`config.mk`:
```
export PLATFORM = sky130hd
export DESIGN_NAME = lsu_ctrl_flat
export DESIGN_NICKNAME = d
export VERILOG_FILES = /design/src/rtl/lsu_ctrl_if.sv /design/src/rtl/lsu_ctrl.sv /design/src/flat_wrapper.sv
export SDC_FILE = /design/constraint.sdc
export NUM_CORES = 1
export LEC_CHECK = 0
export ABC_AREA = 1
export CORE_MARGIN = 3
export CORE_UTILIZATION = 42
export CTS_CLUSTER_SIZE = 30
export DETAILED_ROUTE_END_ITERATION = 16
export PLACE_DENSITY_LB_ADDON = 0.05
export SLEW_MARGIN = 0
export SYNTH_ARGS = -nofsm -noshare
export SYNTH_HDL_FRONTEND = slang
export SYNTH_SLANG_ARGS = --single-unit
```
`constraint.sdc`:
```
create_clock -name clk -period 1.98 [get_ports clk]
set_clock_uncertainty 0.2 [all_clocks]
set_input_delay 0.396 -clock clk [delete_from_list [all_inputs] [get_ports clk]]
set_output_delay 0.396 -clock clk [all_outputs]
set_load 0.02 [all_outputs]
```
`src/rtl/lsu_ctrl_if.sv`:
```
// Request, response and data-memory signal bundle for the load/store controller.
// slave = controller side, master = pipeline/memory environment side.
interface lsu_ctrl_if;
    logic        req_valid;
    logic        req_ready;
    logic [2:0]  req_op;
    logic [31:0] req_addr;
    logic [31:0] req_wdata;
    logic [31:0] req_pc;

    logic        resp_valid;
    logic        resp_ready;
    logic [31:0] resp_data;
    logic [1:0]  resp_exc;
    logic [31:0] resp_pc;

    logic        mem_we;
    logic [31:0] mem_pc;
    logic [31:0] mem_addr;
    logic [31:0] mem_wdata;
    logic [3:0]  mem_byte_select;
    logic [31:0] mem_rdata;

    modport slave (
        input  req_valid, req_op, req_addr, req_wdata, req_pc,
        input  resp_ready, mem_rdata,
        output req_ready,
        output resp_valid, resp_data, resp_exc, resp_pc,
        output mem_we, mem_pc, mem_addr, mem_wdata, mem_byte_select
    );

    modport master (
        output req_valid, req_op, req_addr, req_wdata, req_pc,
        output resp_ready, mem_rdata,
        input  req_ready,
        input  resp_valid, resp_data, resp_exc, resp_pc,
        input  mem_we, mem_pc, mem_addr, mem_wdata, mem_byte_select
    );
endinterface

```
`src/rtl/lsu_ctrl.sv`:
```
// Load/store initiator: one request in flight, drives DM for one ACCESS cycle, returns registered response.
// Latency: response valid 2 cycles after accept (1 on misaligned/out-of-range); no DM access on exceptions.
// Backpressure: req_ready only in IDLE; response held stable until resp_ready, store already committed.
module lsu_ctrl #(
    parameter int unsigned RAM_WORDS = 4096
) (
    input  logic        clk,
    input  logic        reset,
    lsu_ctrl_if.slave   bus
);
    typedef enum logic [1:0] {S_IDLE, S_ACCESS, S_RESP} state_t;

    localparam logic [2:0] OP_LW  = 3'd0;
    localparam logic [2:0] OP_LH  = 3'd1;
    localparam logic [2:0] OP_LHU = 3'd2;
    localparam logic [2:0] OP_LB  = 3'd3;
    localparam logic [2:0] OP_LBU = 3'd4;
    localparam logic [2:0] OP_SW  = 3'd5;
    localparam logic [2:0] OP_SH  = 3'd6;
    localparam logic [2:0] OP_SB  = 3'd7;

    localparam logic [32:0] ADDR_LIMIT = 33'(RAM_WORDS) * 33'd4;

    state_t      state_q, state_d;
    logic        armed_q, armed_d;
    logic [2:0]  op_q, op_d;
    logic [31:0] addr_q, addr_d;
    logic [31:0] wdata_q, wdata_d;
    logic [31:0] pc_q, pc_d;
    logic [31:0] resp_data_q, resp_data_d;
    logic [1:0]  resp_exc_q, resp_exc_d;
    logic [31:0] resp_pc_q, resp_pc_d;

    logic        misaligned;
    logic        out_of_range;
    logic [7:0]  ld_byte;
    logic [15:0] ld_half;

    always_comb begin
        state_d     = state_q;
        armed_d     = 1'b1;
        op_d        = op_q;
        addr_d      = addr_q;
        wdata_d     = wdata_q;
        pc_d        = pc_q;
        resp_data_d = resp_data_q;
        resp_exc_d  = resp_exc_q;
        resp_pc_d   = resp_pc_q;

        bus.req_ready       = 1'b0;
        bus.resp_valid      = 1'b0;
        bus.mem_we          = 1'b0;
        bus.mem_pc          = 32'd0;
        bus.mem_addr        = 32'd0;
        bus.mem_wdata       = 32'd0;
        bus.mem_byte_select = 4'd0;

        misaligned = 1'b0;
        case (bus.req_op)
            OP_LW, OP_SW:          misaligned = |bus.req_addr[1:0];
            OP_LH, OP_LHU, OP_SH:  misaligned = bus.req_addr[0];
            default:               misaligned = 1'b0;
        endcase
        out_of_range = ({1'b0, bus.req_addr} >= ADDR_LIMIT);

        ld_byte = bus.mem_rdata[{addr_q[1:0], 3'b000} +: 8];
        ld_half = addr_q[1] ? bus.mem_rdata[31:16] : bus.mem_rdata[15:0];

        case (state_q)
            S_IDLE: begin
                // armed_q keeps the block closed until the first edge after reset release
                bus.req_ready = armed_q;
                if (armed_q && bus.req_valid) begin
                    op_d        = bus.req_op;
                    addr_d      = bus.req_addr;
                    wdata_d     = bus.req_wdata;
                    pc_d        = bus.req_pc;
                    resp_pc_d   = bus.req_pc;
                    resp_data_d = 32'd0;
                    if (misaligned) begin
                        resp_exc_d = 2'b01;
                        state_d    = S_RESP;
                    end else if (out_of_range) begin
                        resp_exc_d = 2'b10;
                        state_d    = S_RESP;
                    end else begin
                        resp_exc_d = 2'b00;
                        state_d    = S_ACCESS;
                    end
                end
            end
            S_ACCESS: begin
                bus.mem_addr = addr_q;
                bus.mem_pc   = pc_q;
                resp_exc_d   = 2'b00;
                state_d      = S_RESP;
                if (op_q >= OP_SW) begin
                    bus.mem_we    = 1'b1;
                    bus.mem_wdata = wdata_q;
                    resp_data_d   = 32'd0;
                    case (op_q)
                        OP_SB:   bus.mem_byte_select = 4'b0001 << addr_q[1:0];
                        OP_SH:   bus.mem_byte_select = addr_q[1] ? 4'b1100 : 4'b0011;
                        default: bus.mem_byte_select = 4'b1111;
                    endcase
                end else begin
                    case (op_q)
                        OP_LH:   resp_data_d = {{16{ld_half[15]}}, ld_half};
                        OP_LHU:  resp_data_d = {16'd0, ld_half};
                        OP_LB:   resp_data_d = {{24{ld_byte[7]}}, ld_byte};
                        OP_LBU:  resp_data_d = {24'd0, ld_byte};
                        default: resp_data_d = bus.mem_rdata;
                    endcase
                end
            end
            S_RESP: begin
                bus.resp_valid = 1'b1;
                if (bus.resp_ready) begin
                    state_d = S_IDLE;
                end
            end
            default: state_d = S_IDLE;
        endcase
    end

    assign bus.resp_data = resp_data_q;
    assign bus.resp_exc  = resp_exc_q;
    assign bus.resp_pc   = resp_pc_q;

    always_ff @(posedge clk or negedge reset) begin
        if (!reset) begin
            state_q     <= S_IDLE;
            armed_q     <= 1'b0;
            op_q        <= 3'd0;
            addr_q      <= 32'd0;
            wdata_q     <= 32'd0;
            pc_q        <= 32'd0;
            resp_data_q <= 32'd0;
            resp_exc_q  <= 2'd0;
            resp_pc_q   <= 32'd0;
        end else begin
            state_q     <= state_d;
            armed_q     <= armed_d;
            op_q        <= op_d;
            addr_q      <= addr_d;
            wdata_q     <= wdata_d;
            pc_q        <= pc_d;
            resp_data_q <= resp_data_d;
            resp_exc_q  <= resp_exc_d;
            resp_pc_q   <= resp_pc_d;
        end
    end
endmodule
```
`src/flat_wrapper.sv`:
```
// flat-port wrapper written by rule: the top's interface ports become plain ports
module lsu_ctrl_flat 
#(
    parameter int unsigned RAM_WORDS = 4096
)
  (clk, reset, bus_req_valid, bus_req_op, bus_req_addr, bus_req_wdata, bus_req_pc, bus_resp_ready, bus_mem_rdata, bus_req_ready, bus_resp_valid, bus_resp_data, bus_resp_exc, bus_resp_pc, bus_mem_we, bus_mem_pc, bus_mem_addr, bus_mem_wdata, bus_mem_byte_select);
  lsu_ctrl_if bus_i ();
  input  logic clk;
  input  logic reset;
  input wire logic [$bits(bus_i.req_valid)-1:0] bus_req_valid;
  input wire logic [$bits(bus_i.req_op)-1:0] bus_req_op;
  input wire logic [$bits(bus_i.req_addr)-1:0] bus_req_addr;
  input wire logic [$bits(bus_i.req_wdata)-1:0] bus_req_wdata;
  input wire logic [$bits(bus_i.req_pc)-1:0] bus_req_pc;
  input wire logic [$bits(bus_i.resp_ready)-1:0] bus_resp_ready;
  input wire logic [$bits(bus_i.mem_rdata)-1:0] bus_mem_rdata;
  output wire logic [$bits(bus_i.req_ready)-1:0] bus_req_ready;
  output wire logic [$bits(bus_i.resp_valid)-1:0] bus_resp_valid;
  output wire logic [$bits(bus_i.resp_data)-1:0] bus_resp_data;
  output wire logic [$bits(bus_i.resp_exc)-1:0] bus_resp_exc;
  output wire logic [$bits(bus_i.resp_pc)-1:0] bus_resp_pc;
  output wire logic [$bits(bus_i.mem_we)-1:0] bus_mem_we;
  output wire logic [$bits(bus_i.mem_pc)-1:0] bus_mem_pc;
  output wire logic [$bits(bus_i.mem_addr)-1:0] bus_mem_addr;
  output wire logic [$bits(bus_i.mem_wdata)-1:0] bus_mem_wdata;
  output wire logic [$bits(bus_i.mem_byte_select)-1:0] bus_mem_byte_select;
  assign bus_i.req_valid = bus_req_valid;
  assign bus_i.req_op = bus_req_op;
  assign bus_i.req_addr = bus_req_addr;
  assign bus_i.req_wdata = bus_req_wdata;
  assign bus_i.req_pc = bus_req_pc;
  assign bus_i.resp_ready = bus_resp_ready;
  assign bus_i.mem_rdata = bus_mem_rdata;
  assign bus_req_ready = bus_i.req_ready;
  assign bus_resp_valid = bus_i.resp_valid;
  assign bus_resp_data = bus_i.resp_data;
  assign bus_resp_exc = bus_i.resp_exc;
  assign bus_resp_pc = bus_i.resp_pc;
  assign bus_mem_we = bus_i.mem_we;
  assign bus_mem_pc = bus_i.mem_pc;
  assign bus_mem_addr = bus_i.mem_addr;
  assign bus_mem_wdata = bus_i.mem_wdata;
  assign bus_mem_byte_select = bus_i.mem_byte_select;
  lsu_ctrl #(.RAM_WORDS(RAM_WORDS)) u_core (.clk(clk), .reset(reset), .bus(bus_i));
endmodule
```
Word level (Yosys, flattened, before mapping) --
Cells that the tools add are included.
Operators by class: shift-type cells 2, reduce and logical (&&, ||, !) cells 10, magnitude comparators 2, multipliers 0, div/mod/pow operators 0, bitwise gates (word level) 0, add/subtract/negate cells 0, eq/ne operators 14, multiplexer cells 27
Operator list (number):
- 32-bit two-way mux | 6
- 32-bit case mux with 4 select lines | 1
- 32-bit case mux with 2 select lines | 1
- 32-bit by 15-bit greater-or-equal comparator with 1-bit output, second input constant | 1
- 32-bit by 6-bit indexed part select with 8-bit output | 1
- 16-bit two-way mux | 1
- 3-bit equality test, second input constant | 5
- 2-bit two-way mux | 7
- 4-bit two-way mux | 3
- 3-bit by 2-bit equality test with 1-bit output, second input constant | 3
- 4-bit case mux with 2 select lines | 1
- 3-bit by 1-bit equality test with 1-bit output, second input constant | 2
- 2-bit case mux with 3 select lines | 1
- 2-bit AND reduction | 3
- 1-bit two-way mux | 4
- 2-bit case mux with 2 select lines | 1
- 2-bit OR reduction | 2
- 1-bit by 2-bit << shifter with 4-bit output, first input constant | 1
- 3-bit greater-or-equal comparator, second input constant | 1
- 3-bit zero test | 1
- 3-bit OR reduction | 1
- 2-bit by 1-bit equality test with 1-bit output, second input constant | 1
- 2-bit equality test, second input constant | 1
- 2-bit zero test | 1
- other kinds (5) | 5
Storage, ports and cells: memory bits (read-only) 0, bits in registers 136, latch bits 0, input bits 135, output and inout bits 169, memories 0, bits in writable memories 0, logic and storage cells 63

Depth between registers and ports, before layout --
Gate-level depths: netlist of the first run.
depth after elaboration 6, depth in mapped cells 10, depth with buffers taken out 9

Worst setup path after synthesis of the first run --
Ideal clock, no wire load.
path kind flip-flop to output port, start register u_core.state_q[1], end output bus_mem_addr[0], data required time 1.384 ns, buffers on the path 2, path slack 0.063 ns, cell stages (with the launch flop) 6, arrival time 1.321 ns, cells stage by stage dfrtp_1 > nor2_1 > inv_1 > clkbuf_1 > buf_1 > nor2_1
Between the ends: word-level cells in the longest chain between the ends 2
Ends and longest elaborated chain:
- start: declaration | RTL line lsu_ctrl.sv:24 | state_t state_q, state_d;
- start signal: assignment | RTL line lsu_ctrl.sv:142 | state_q <= state_d;
- 2-bit by 1-bit equality test with 1-bit output | RTL line lsu_ctrl.sv:69 | case (state_q)
- 32-bit two-way mux | RTL line lsu_ctrl.sv:69
- end: declaration | RTL line flat_wrapper.sv:24 | output wire logic [$bits(bus_i.mem_addr)-1:0] bus_mem_addr;
Every way passes these cells.

Final worst setup path of the first run --
start register u_core.op_q[1], end output bus_mem_byte_select[0]
Between the ends: word-level cells in the longest chain between the ends 4, elaborated cells between the ends (all ways) 6, classes of those cells order compare: 1; eq/ne: 2; mux: 3
Ends and longest elaborated chain:
- start: declaration | RTL line lsu_ctrl.sv:26 | logic [2:0] op_q, op_d;
- start signal: assignment | RTL line lsu_ctrl.sv:144 | op_q <= op_d;
- 3-bit equality test | RTL line lsu_ctrl.sv:101 | case (op_q)
- 4-bit case mux with 2 select lines | RTL line lsu_ctrl.sv:101
- 4-bit two-way mux (*) | RTL line lsu_ctrl.sv:97 | if (op_q >= OP_SW) begin
- 4-bit two-way mux (*) | RTL line lsu_ctrl.sv:69
- end: declaration | RTL line flat_wrapper.sv:26 | output wire logic [$bits(bus_i.mem_byte_select)-1:0] bus_mem_byte_select;
Mark *: on every way between the ends. The rest lies on a longest branch, timed or not.

==> qor.yml, run 1 <==
outcome:
  failing_checks: "negative setup slack"
  run_status: "complete, but fails checks"
grt:
  antenna_found_initial: 0
  largest_net_degree_at_the_start_of_global_routing: 39
  wire_length_of_the_first_global_routing_pass_um: 33900
  global_route.usage.total_pct: 23.9
  grt_remaining_overflow: 0
  first_global_vias: 6553
clocking:
  h-tree-depth: 4
  cts.sinks: 136
  clockBufferDepth: 2
  cts.reportedPaths.clkPinSlew_ns: 0.06
  cts_tree: "done"
  ctsRootBufferMaster: "sky130_fd_sc_hd__clkbuf_16"
  cts-buffers-inserted: 17
  latest_clock_arrival_within_the_worst_skew_pair_ns: 0.41
timing:
  max_freq_mhz: 462
  setup-violations-final: 101
  finalWorstPathRequiredPeriod_ns: 2.16
  finalWorstSetupSlack_ns: -0.183
  slew_violations: 0
  final-hold-violation-count: 0
  rsz0062_at_grt: "yes"
  holdWs_ns: 0.262
  layout_worst_path_cycle_share_pct: 109
die:
  fp.dieArea_um2: 17700
  placementRows: 45
  die_x_um: 133
  floorplan.core_area_um2: 15500
  floorplan.initialDensity_pct: 43.7
  die_h_um: 133
  io_pins: 304
routing:
  route.antenna.remaining_nets: 0
  number_of_detailed_route_iterations_in_the_first_pass: 6
  route.vias.total: 6806
  drt_drc: 0
  routedWlPerCell_um: 14.6
  iter_0_drt_violations: 468
  detail_route.wirelength_um: 21300
  viasPerCell: 4.66
synthesis:
  ys_warn_count: 0
  synthesized_flop_and_latch_total: 136
  post_synthesis_instance_area_um2: 6770
  synth_area_leaders: "sky130_fd_sc_hd__dfrtp_1 (50%), sky130_fd_sc_hd__nand2_1 (13%), sky130_fd_sc_hd__o21ai_0 (8.6%)"
  synth_seq_area_share_pct: 50.3
  netlist.top_cell.by_area: "sky130_fd_sc_hd__dfrtp_1"
  synth-edff-count: 0
  synth.cells.most_frequent: "sky130_fd_sc_hd__nand2_1 (233), sky130_fd_sc_hd__nor2_1 (149), sky130_fd_sc_hd__dfrtp_1 (136)"
  syn-instance-count: 913
  ys_dominant_reg_cell: "sky130_fd_sc_hd__dfrtp_1"
  synth_area_per_cell_um2: 7.41
  post_synth_num_cell_types: 28
  async_flop_share_pct: 100
  post-synth-top-area-fraction_pct: 50.3
  synth.most_common_cell: "sky130_fd_sc_hd__nand2_1"
  postSynthNetCount: 1048
finish:
  synthToLayoutAreaGrowth_pct: 61.0
  final_layout_size_suffix_gt1_share_pct: 19.7
  antenna_cells: 0
  final_cell_count_no_fill: 1461
  design.final.nets: 1373
critical_path:
  worst_setup_path_end_kind: "primary output"
  cp-start-kind: "flop"
  required_time_at_the_worst_slack_endpoint_ns: 1.38
  worst-endpoint-arrival_ns: 1.57
  critical_path_class: "flop to primary output"
  regToRegSetupSlack_ns: 0.09
  timing.critical_path.fanout_max: 3
pwr:
  peakVddDrop_v: 0.000719
  static-leakage-power_uw: 0.00573
  powerDensity_nw_per_um2: 820
placement:
  dp_worst_setup_slack_ns: -0.387
  gp_congestion: 0.885
  place_inst: 1425
  place_hpwl_um: 15800
  port_buffers: 303
flow_run:
  cap_violations: 0
hold_path:
  min_path_type: "input port to asynchronous set/reset pin"
worst paths after layout:
path	startpoint	to	cells after the start
worst min register to register	u_core.bus.resp_data[27]	u_core.bus.resp_data[27]	2
min in group clk	u_core.bus.resp_data[27]	u_core.bus.resp_data[27]	2
worst max-delay path	u_core.op_q[1]	bus_mem_byte_select[0]	6
worst min-delay path	reset	u_core.bus.resp_data[18]	2
worst max register to register	u_core.addr_q[1]	u_core.bus.resp_data[14]	9
max in group asynchronous	reset	u_core.state_q[0]	3
stage by stage:
stage                     TNS [ns]  instance area (µm²)  utilization (%)  power, µW
final                       -14.89                10900             70.4       8940
after global routing        -22.19                10900             70.4       9430
after CTS                   -13.80                10700             69.4       8960
after detailed placement    -24.27                10400             67.2       5730
after global placement      -22.78                10400             67.2       5700
after floorplan                  0                 6770                -       4670
critical path: stages, from the launching register on:
cell                      delay (ns)
sky130_fd_sc_hd__dfrtp_1        0.41
sky130_fd_sc_hd__nor2_4         0.06
sky130_fd_sc_hd__nor2_4         0.11
sky130_fd_sc_hd__nand2_2        0.10
sky130_fd_sc_hd__buf_4          0.16
sky130_fd_sc_hd__a21oi_2        0.14
sky130_fd_sc_hd__buf_4          0.17
repair_timing:
| item | 4_1_cts | 5_1_grt |
|---|---|---|
| endpoints found under the hold margin | 34 | 0 |
| buffers inserted | 4 | 0 |
| endpoints found under the setup margin | 154 | 147 |
| pin swaps | 6 | 4 |
| gates resized for setup | 562 | 55 |
| hold buffers | 1 | 0 |
power breakdown:
part	internal, µW	switching (µW)
Combinational	985	1400
Sequential	3190	154
Clock	1980	1230
cells by family after synthesis:
| kind of cell | Yosys count | synth area share (%) |
|---|---|---|
| compound gates | 135 | 10.4 |
| xor+xnor | 1 | 0.129 |
| simple gates | 465 | 28.7 |
| other cells | 1 | 0.0554 |
| flops | 136 | 50.3 |
| buf+inv | 175 | 10.4 |
registers in the layout, indices dropped and copies added (netlist names):
register / cells
u_core.addr_q: 32
u_core.armed_q: 1
u_core.bus.resp_data: 32
u_core.bus.resp_exc: 2
u_core.op_q: 3
u_core.pc_q: 32
u_core.state_q: 2
u_core.wdata_q: 32
layer usage:
layer | routed length, µm | GRT usage, %
met1 | 9020 | 30.9
met2 | 10300 | 38.9
met3 | 1540 | 6.88
met4 | 470 | 7.62
met5 | 0 | 0
cell usage in the layout, fill, tap and decap left out, drive strengths merged:
cell type / n
nand2: 239
buf: 154
nor2: 152
dfrtp: 136
clkdlybuf4s50: 135
inv: 129
o21ai: 117
nand3: 54
dlygate4sd2: 51
or2: 19
clkbuf: 17
dlymetal6s2s: 13
a21oi: 11
clkinv: 6
o21bai: 4
bufinv: 3
clkinvlp: 3
o211ai: 3
xor2: 1
nor3: 1
dlygate4sd3: 1
conb: 1
cell type report:
cell class / instances / area, µm²
sequential: 136 / 3400
tap: 211 / 264
fill: 1325 / 4580
inverter: 127 / 479
multi-input combinational: 602 / 2800
clock buffer: 17 / 425
clock inverter: 14 / 175
timing repair buffer: 354 / 3360
No activity file was read; power rests on OpenSTA's default activity.
==> inputs of run 2 (changes only) <==
==> constraint.sdc (replaced) <==
create_clock -name clk -period 2 [get_ports clk]
set_clock_uncertainty 0.2 [all_clocks]
set_input_delay 0.4 -clock clk [delete_from_list [all_inputs] [get_ports clk]]
set_output_delay 0.4 -clock clk [all_outputs]
set_load 0.02 [all_outputs]
==> run 2 against run 1 <==
  * The flow still finishes with violations (negative setup slack)
  * Setup slack worse by 0.081 ns
  * Via count up 2.1%
  * Utilization up 4.2 points
==> qor.yml, run 2 (synthesis gave the netlist of run 1 again) <==
outcome:
  run_status: "complete, but fails checks"
  failing_checks: "negative setup slack"
finish:
  final_common_cell: "sky130_fd_sc_hd__nand2_1"
  synthToLayoutAreaGrowth_pct: 70.6
  final_layout_size_suffix_gt1_share_pct: 24.2  # +4.5 points
  most_used_cells_in_the_layout_excluding_fill_and_tap_cells: "sky130_fd_sc_hd__nand2_1 (229), sky130_fd_sc_hd__clkdlybuf4s50_1 (141), sky130_fd_sc_hd__dfrtp_1 (136), sky130_fd_sc_hd__inv_1 (118), sky130_fd_sc_hd__o21ai_0 (112)"
  antenna_cells: 0  # unchanged
  design.final.nets: 1376  # +0.22%
  count_of_fill_cells_added_during_filler_insertion: 1203  # -9.2%
die:
  die_h_um: 133  # unchanged
  floorplan.initialDensity_pct: 43.7  # unchanged
  placementRows: 45  # unchanged
  io_pins: 304  # unchanged
  die_x_um: 133  # unchanged
  floorplan.core_area_um2: 15500  # unchanged
  fp.dieArea_um2: 17700  # unchanged
flow_run:
  cap_violations: 0  # unchanged
clocking:
  h-tree-depth: 4  # unchanged
  cts.reportedPaths.clkPinSlew_ns: 0.06  # about the same
  ctsRootBufferMaster: "sky130_fd_sc_hd__clkbuf_16"
  cts-buffers-inserted: 17  # unchanged
  clockBufferDepth: 2  # unchanged
  cts.sinks: 136  # unchanged
  latest_clock_arrival_within_the_worst_skew_pair_ns: 0.42  # about the same
  cts_tree: "done"
timing:
  max_freq_mhz: 442
  rsz0062_at_grt: "yes"
  final-hold-violation-count: 0  # unchanged
  slew_violations: 0  # unchanged
  setup-violations-final: 102  # +0.99%
  finalSetupTns_ns: -17.15  # -2.26 ns
  layout_worst_path_cycle_share_pct: 113
  finalWorstSetupSlack_ns: -0.265  # -0.0815 ns
  finalWorstPathRequiredPeriod_ns: 2.26
routing:
  route.antenna.remaining_nets: 0  # unchanged
  drt_drc: 0  # unchanged
  viasPerCell: 4.75  # +1.9%
  number_of_detailed_route_iterations_in_the_first_pass: 7  # +1
  routedWlPerCell_um: 15.5  # +6.4%
  route.vias.total: 6950  # +2.1%
  iter_0_drt_violations: 471  # +0.64%
  detail_route.wirelength_um: 22700  # +6.6%
grt:
  first_global_vias: 6880  # +5.0%
  global_route.usage.total_pct: 25.2  # +1.3 points
  grt_remaining_overflow: 0  # unchanged
  largest_net_degree_at_the_start_of_global_routing: 38  # -2.6%
  antenna_found_initial: 0  # unchanged
  wire_length_of_the_first_global_routing_pass_um: 35300  # +4.3%
critical_path:
  crit_slowest_cell: "sky130_fd_sc_hd__dfrtp_1"
  crit_path_most_repeated_cell: "sky130_fd_sc_hd__buf_6"
  cp-start-kind: "flop"
  critical_path_class: "flop to primary output"
  timing.critical_path.fanout_max: 4  # +1
  timing.critical_path.cells: "buf_6 > nand2_4 > buf_4 > inv_1 > o21ai_1 > nand2_1 > inv_2 > buf_6"
  worst-endpoint-arrival_ns: 1.66  # +0.09 ns
  worst_path_largest_cell_delay_ns: 0.41  # about the same
  worst_setup_path_end_kind: "primary output"
  required_time_at_the_worst_slack_endpoint_ns: 1.40  # +0.02 ns
hold_path:
  min_path_type: "input port to asynchronous set/reset pin"
placement:
  port_buffers: 303  # unchanged
  place_hpwl_um: 15800  # about the same
  gp_congestion: 0.865  # -2.2%
  dp_worst_setup_slack_ns: -0.322  # +0.0657 ns
pwr:
  powerDensity_nw_per_um2: 759  # -7.4%
  peakVddDrop_v: 0.000604  # -16%
  static-leakage-power_uw: 0.00630  # +10%
-- run 2: repair_timing --
item | CTS | global route
setup buffers | 5 | 2
gates resized for setup | 619 | 125
cloned | 3 | 1
hold buffers | 1 | 0
pin swaps | 9 | 7
endpoints found under the setup margin | 137 | 171
endpoints found under the hold margin | 33 | 0
-- run 2: through the flow --
step / total power [µW] / hold slack (ns) / std cells / area, µm² / utilization (%)
detailed placement: 5670 / 0.136 / 1421 / 10300 / 66.8
floorplan: 4620 / -0.0956 / 913 / 6770 / -
CTS: 8760 / 0.252 / 1461 / 11100 / 72.0
global placement: 5640 / 0.135 / 1421 / 10300 / 66.8
global route: 9200 / 0.295 / 1464 / 11500 / 74.6
finish: 8770 / 0.266 / 1464 / 11500 / 74.6
-- run 2: layout make-up --
| class | count | area, µm² | area share (%) |
|---|---|---|---|
| flip-flops and latches | 136 | 3400 | 29.5 |
| repair buffers | 357 | 3820 | 33.1 |
| clock inverters | 9 | 75.1 | 0.650 |
| well taps | 211 | 264 | 2.29 |
| multi-input cells | 602 | 3030 | 26.3 |
| inverters | 127 | 482 | 4.17 |
| clock buffers | 22 | 474 | 4.11 |
-- run 2: critical path: cells and delay by family (launching register included) --
family | cells | cell delay, ns
AO/OA/AOI/OAI | 1 | 0.13
flip-flops | 1 | 0.41
buffers and inverters | 5 | 0.56
AND/OR/NAND/NOR | 2 | 0.15
-- run 2: path summary, 6_finish.rpt --
| kind | to | depth (start not counted) | startpoint | slack [ns] |
|---|---|---|---|---|
| worst max register to register | u_core.bus.resp_exc[1] | 11 | u_core.state_q[1] | 0.11 |
| max in group asynchronous | u_core.pc_q[7] | 3 | reset | 0.81 |
| worst min-delay path | u_core.bus.resp_data[13] | 2 | reset | 0.27 |
| worst min register to register | u_core.bus.resp_data[22] | 2 | u_core.bus.resp_data[22] | 0.27 |
| worst max-delay path | bus_mem_byte_select[2] | 8 | u_core.op_q[1] | -0.26 |
| min in group clk | u_core.bus.resp_data[22] | 2 | u_core.bus.resp_data[22] | 0.27 |
-- run 2: metal layers --
layer	GRT usage, %	up-vias	wire, µm	part of all wire [%]
met2	41.4	277	11100	49
met3	6.50	39	1600	7.0
met4	9.53	0	551	2.4
li1	-	3451	-	-
met1	32.1	3183	9420	41
met5	0	-	0	0
-- run 2: where the power goes --
group	leakage [µW]	switching [µW]	internal (µW)
sequential	0.00173	156	3160
clock	0.000271	1190	1790
combinational	0.00431	1470	1010
total	0.00630	2810	5960
==> inputs of run 3 (changes only) <==
--- a/config.mk
+++ b/config.mk
@@ -5,13 +5,13 @@
 export SDC_FILE = /design/constraint.sdc
 export NUM_CORES = 1
 export LEC_CHECK = 0
-export ABC_AREA = 1
+export ABC_AREA = 0
 export CORE_MARGIN = 3
 export CORE_UTILIZATION = 42
 export CTS_CLUSTER_SIZE = 30
 export DETAILED_ROUTE_END_ITERATION = 16
 export PLACE_DENSITY_LB_ADDON = 0.05
-export SLEW_MARGIN = 0
+export SLEW_MARGIN = 15
 export SYNTH_ARGS = -nofsm -noshare
 export SYNTH_HDL_FRONTEND = slang
 export SYNTH_SLANG_ARGS = --single-unit
==> run 3 against run 2 <==
  * Register-to-register slack got worse by 0.15 ns
  * First-iteration DRC count fell by 20%
  * Via count fell by 3.5%
  * Largest cell class unchanged
  * The flow still finishes with violations (negative setup slack)
  * Cell count fell by 6.9%
==> qor.yml, run 3 <==
placement:
  port_buffers: 303  # unchanged
  place_inst: 1314  # -7.5%
  gp_congestion: 0.856  # -0.96%
  place_hpwl_um: 16000  # +0.90%
  dp_worst_setup_slack_ns: -0.444  # -0.122 ns
clocking:
  h-tree-depth: 4  # unchanged
  cts_tree: "done"
  cts.reportedPaths.clkPinSlew_ns: 0.06  # about the same
  latest_clock_arrival_within_the_worst_skew_pair_ns: 0.42  # about the same
  ctsRootBufferMaster: "sky130_fd_sc_hd__clkbuf_16"
  cts.sinks: 136  # unchanged
  clockBufferDepth: 2  # unchanged
  cts-buffers-inserted: 17  # unchanged
finish:
  antenna_cells: 0  # unchanged
  design.final.nets: 1274  # -7.4%
  final_common_cell: "sky130_fd_sc_hd__nand2_1"
  final_layout_size_suffix_gt1_share_pct: 31.4  # +7.2 points
  synthToLayoutAreaGrowth_pct: 80.2
  final_cell_count_no_fill: 1363  # -6.9%
  most_used_cells_in_the_layout_excluding_fill_and_tap_cells: "sky130_fd_sc_hd__nand2_1 (333), sky130_fd_sc_hd__clkdlybuf4s50_1 (138), sky130_fd_sc_hd__dfrtp_1 (134), sky130_fd_sc_hd__buf_6 (106), sky130_fd_sc_hd__and2_4 (90)"
  final_core_utilization_pct: 77.8  # +3.2 points
  count_of_fill_cells_added_during_filler_insertion: 1079  # -10%
routing:
  detail_route.wirelength_um: 23900  # +5.2%
  iter_0_drt_violations: 379  # -20%
  routedWlPerCell_um: 17.5  # +13%
  drt_drc: 0  # unchanged
  viasPerCell: 4.92  # +3.7%
  route.vias.total: 6707  # -3.5%
  route.antenna.remaining_nets: 0  # unchanged
  number_of_detailed_route_iterations_in_the_first_pass: 7  # unchanged
synthesis:
  synth-edff-count: 0  # unchanged
  synth.most_common_cell: "sky130_fd_sc_hd__nand2_1"
  syn-instance-count: 792  # -13%
  ys_dominant_reg_cell: "sky130_fd_sc_hd__dfrtp_1"
  synthesized_flop_and_latch_total: 136  # unchanged
  synth_seq_area_share_pct: 51.7  # +1.4 points
  post-synth-top-area-fraction_pct: 51.7  # +1.4 points
  synth_area_leaders: "sky130_fd_sc_hd__dfrtp_1 (52%), sky130_fd_sc_hd__nand2_1 (19%), sky130_fd_sc_hd__and2_1 (9.9%)"
  netlist.top_cell.by_area: "sky130_fd_sc_hd__dfrtp_1"
  post_synth_num_cell_types: 45  # +61%
  async_flop_share_pct: 100  # unchanged
  ys_warn_count: 0  # unchanged
  synth.cells.most_frequent: "sky130_fd_sc_hd__nand2_1 (335), sky130_fd_sc_hd__dfrtp_1 (136), sky130_fd_sc_hd__and2_1 (104)"
  post_synthesis_instance_area_um2: 6590  # -2.7%
  postSynthNetCount: 927  # -12%
  synth_area_per_cell_um2: 8.32  # +12%
flow_run:
  cap_violations: 0  # unchanged
critical_path:
  cp-start-kind: "flop"
  timing.critical_path.fanout_max: 6  # +2
  timing.critical_path.cells: "nor2b_4 > buf_12 > clkbuf_16 > and2_4 > buf_6"
  crit_slowest_cell: "sky130_fd_sc_hd__dfrtp_1"
  cp.buffers_inverters: 3  # -2
  worst-endpoint-arrival_ns: 1.78  # +0.12 ns
  worst_setup_path_end_kind: "primary output"
  cpLargestDelayFamily: "buffers and inverters"
  worst_path_largest_cell_delay_ns: 0.44  # +0.03 ns
  critical_path_class: "flop to primary output"
  required_time_at_the_worst_slack_endpoint_ns: 1.40  # about the same
grt:
  antenna_found_initial: 0  # unchanged
  wire_length_of_the_first_global_routing_pass_um: 35900  # +1.5%
  first_global_vias: 6766  # -1.7%
  global_route.usage.total_pct: 25.9  # +0.75 points
  grt_remaining_overflow: 0  # unchanged
  largest_net_degree_at_the_start_of_global_routing: 43  # +13%
hold_path:
  min_path_type: "input port to flop"
die:
  floorplan.core_area_um2: 15300  # -1.5%
  die_h_um: 131  # -1.3%
  floorplan.initialDensity_pct: 43.2  # -0.54 points
  io_pins: 304  # unchanged
  fp.dieArea_um2: 17200  # -2.5%
  die_x_um: 131  # -1.3%
  placementRows: 45  # unchanged
timing:
  layout_worst_path_cycle_share_pct: 119  # +5.9 points
  final-hold-violation-count: 0  # unchanged
  slew_violations: 0  # unchanged
  rsz0062_at_grt: "yes"
  finalSetupTns_ns: -29.45  # -12.31 ns
  max_freq_mhz: 420  # -5.0%
  setup-violations-final: 110  # +7.8%
  finalWorstPathRequiredPeriod_ns: 2.38  # +0.119 ns
  finalWorstSetupSlack_ns: -0.383  # -0.119 ns
pwr:
  powerDensity_nw_per_um2: 876  # +15%
  peakVddDrop_v: 0.000632  # +4.7%
  finalPower_uw: 10400  # +19%
  static-leakage-power_uw: 0.00652  # +3.3%
outcome:
  run_status: "complete, but fails checks"
  failing_checks: "negative setup slack"
## run 3: changes by cell type in the layout (fill, tap and decap cells not counted), sizes merged, moves of 8 or more
cell   delta
nor2    -129
inv     -122
and2    +104
nand2    +96
o21ai    -76
nand3    -51
a21oi    +20
buf      +17
or2      -10
o31ai     +8
## run 3: cells by family (layout without fill, tap and decap cells)
family	count (synthesis)	after routing	share of synthesized area, %
and+or+nand+nor	488	488	32.9
DFF	136	136	51.7
AOI/OAI and AO/OA	97	97	9.40
buffers and inverters	57	417	3.76
muxes	11	11	1.99
xor gates and xnor gates	2	2	0.266
other	1	1	0.0569
## run 3: layer usage
metal	up-vias	wire length (µm)	GRT usage, %	share of wire (%)
met1	3234	9760	33.0	41
met2	239	12100	43.5	51
met4	0	411	7.29	1.7
met5	-	0	0	0
met3	25	1610	7.47	6.7
li1	3209	-	-	-
## run 3: path summary, 6_finish.rpt
| check | cells after the start | slack (ns) | endpoint | startpoint |
|---|---|---|---|---|
| setup / recovery | 5 | -0.38 | bus_mem_pc[22] | u_core.state_q[0] |
| hold reg to reg | 2 | 0.27 | u_core.addr_q[12] | u_core.addr_q[12] |
| max in group asynchronous | 3 | 0.77 | u_core.wdata_q[24] | reset |
| hold / removal | 3 | 0.05 | u_core.addr_q[29] | bus_req_addr[29] |
| setup reg to reg | 6 | -0.04 | u_core.bus.resp_data[24] | u_core.addr_q[0] |
| min in group asynchronous | 2 | 0.26 | u_core.addr_q[16] | reset |
## run 3: layout make-up
class | count | area, µm² | area share, %
multi-input cells | 599 | 3340 | 28.1
clock inverters | 9 | 123 | 1.03
repair buffers | 379 | 4240 | 35.7
clock buffers | 23 | 468 | 3.94
inverters | 6 | 35.0 | 0.295
flip-flops and latches | 136 | 3410 | 28.7
well taps | 211 | 264 | 2.22
## run 3: metrics by stage
step / cell area (µm²) / hold WS, ns
global placement: 10300 / 0.148
global route: 11900 / 0.0485
detailed placement: 10300 / 0.150
floorplan: 6630 / -0.0956
CTS: 11100 / 0.268
finish: 11900 / 0.0547
## run 3: what timing repair did
| item | 4_1_cts | 5_1_grt |
|---|---|---|
| cloned | 3 | 8 |
| hold buffers | 1 | 0 |
| endpoints found under the hold margin | 37 | 0 |
| setup buffers | 3 | 4 |
| setup endpoints to repair | 150 | 194 |
| gates resized for setup | 548 | 257 |
| pin swaps | 2 | 60 |
## run 3: tightest hold or removal path: cells and delay by family
kind          cells  cell delay (ns)
buf+inv           1             0.12
simple gates      2             0.13
## run 3: where the power goes
group          switching (µW)  internal (µW)  total [µW]
Clock                    1150           2020        3170
Combinational            1810           1460        3270
Sequential                532           3430        3970
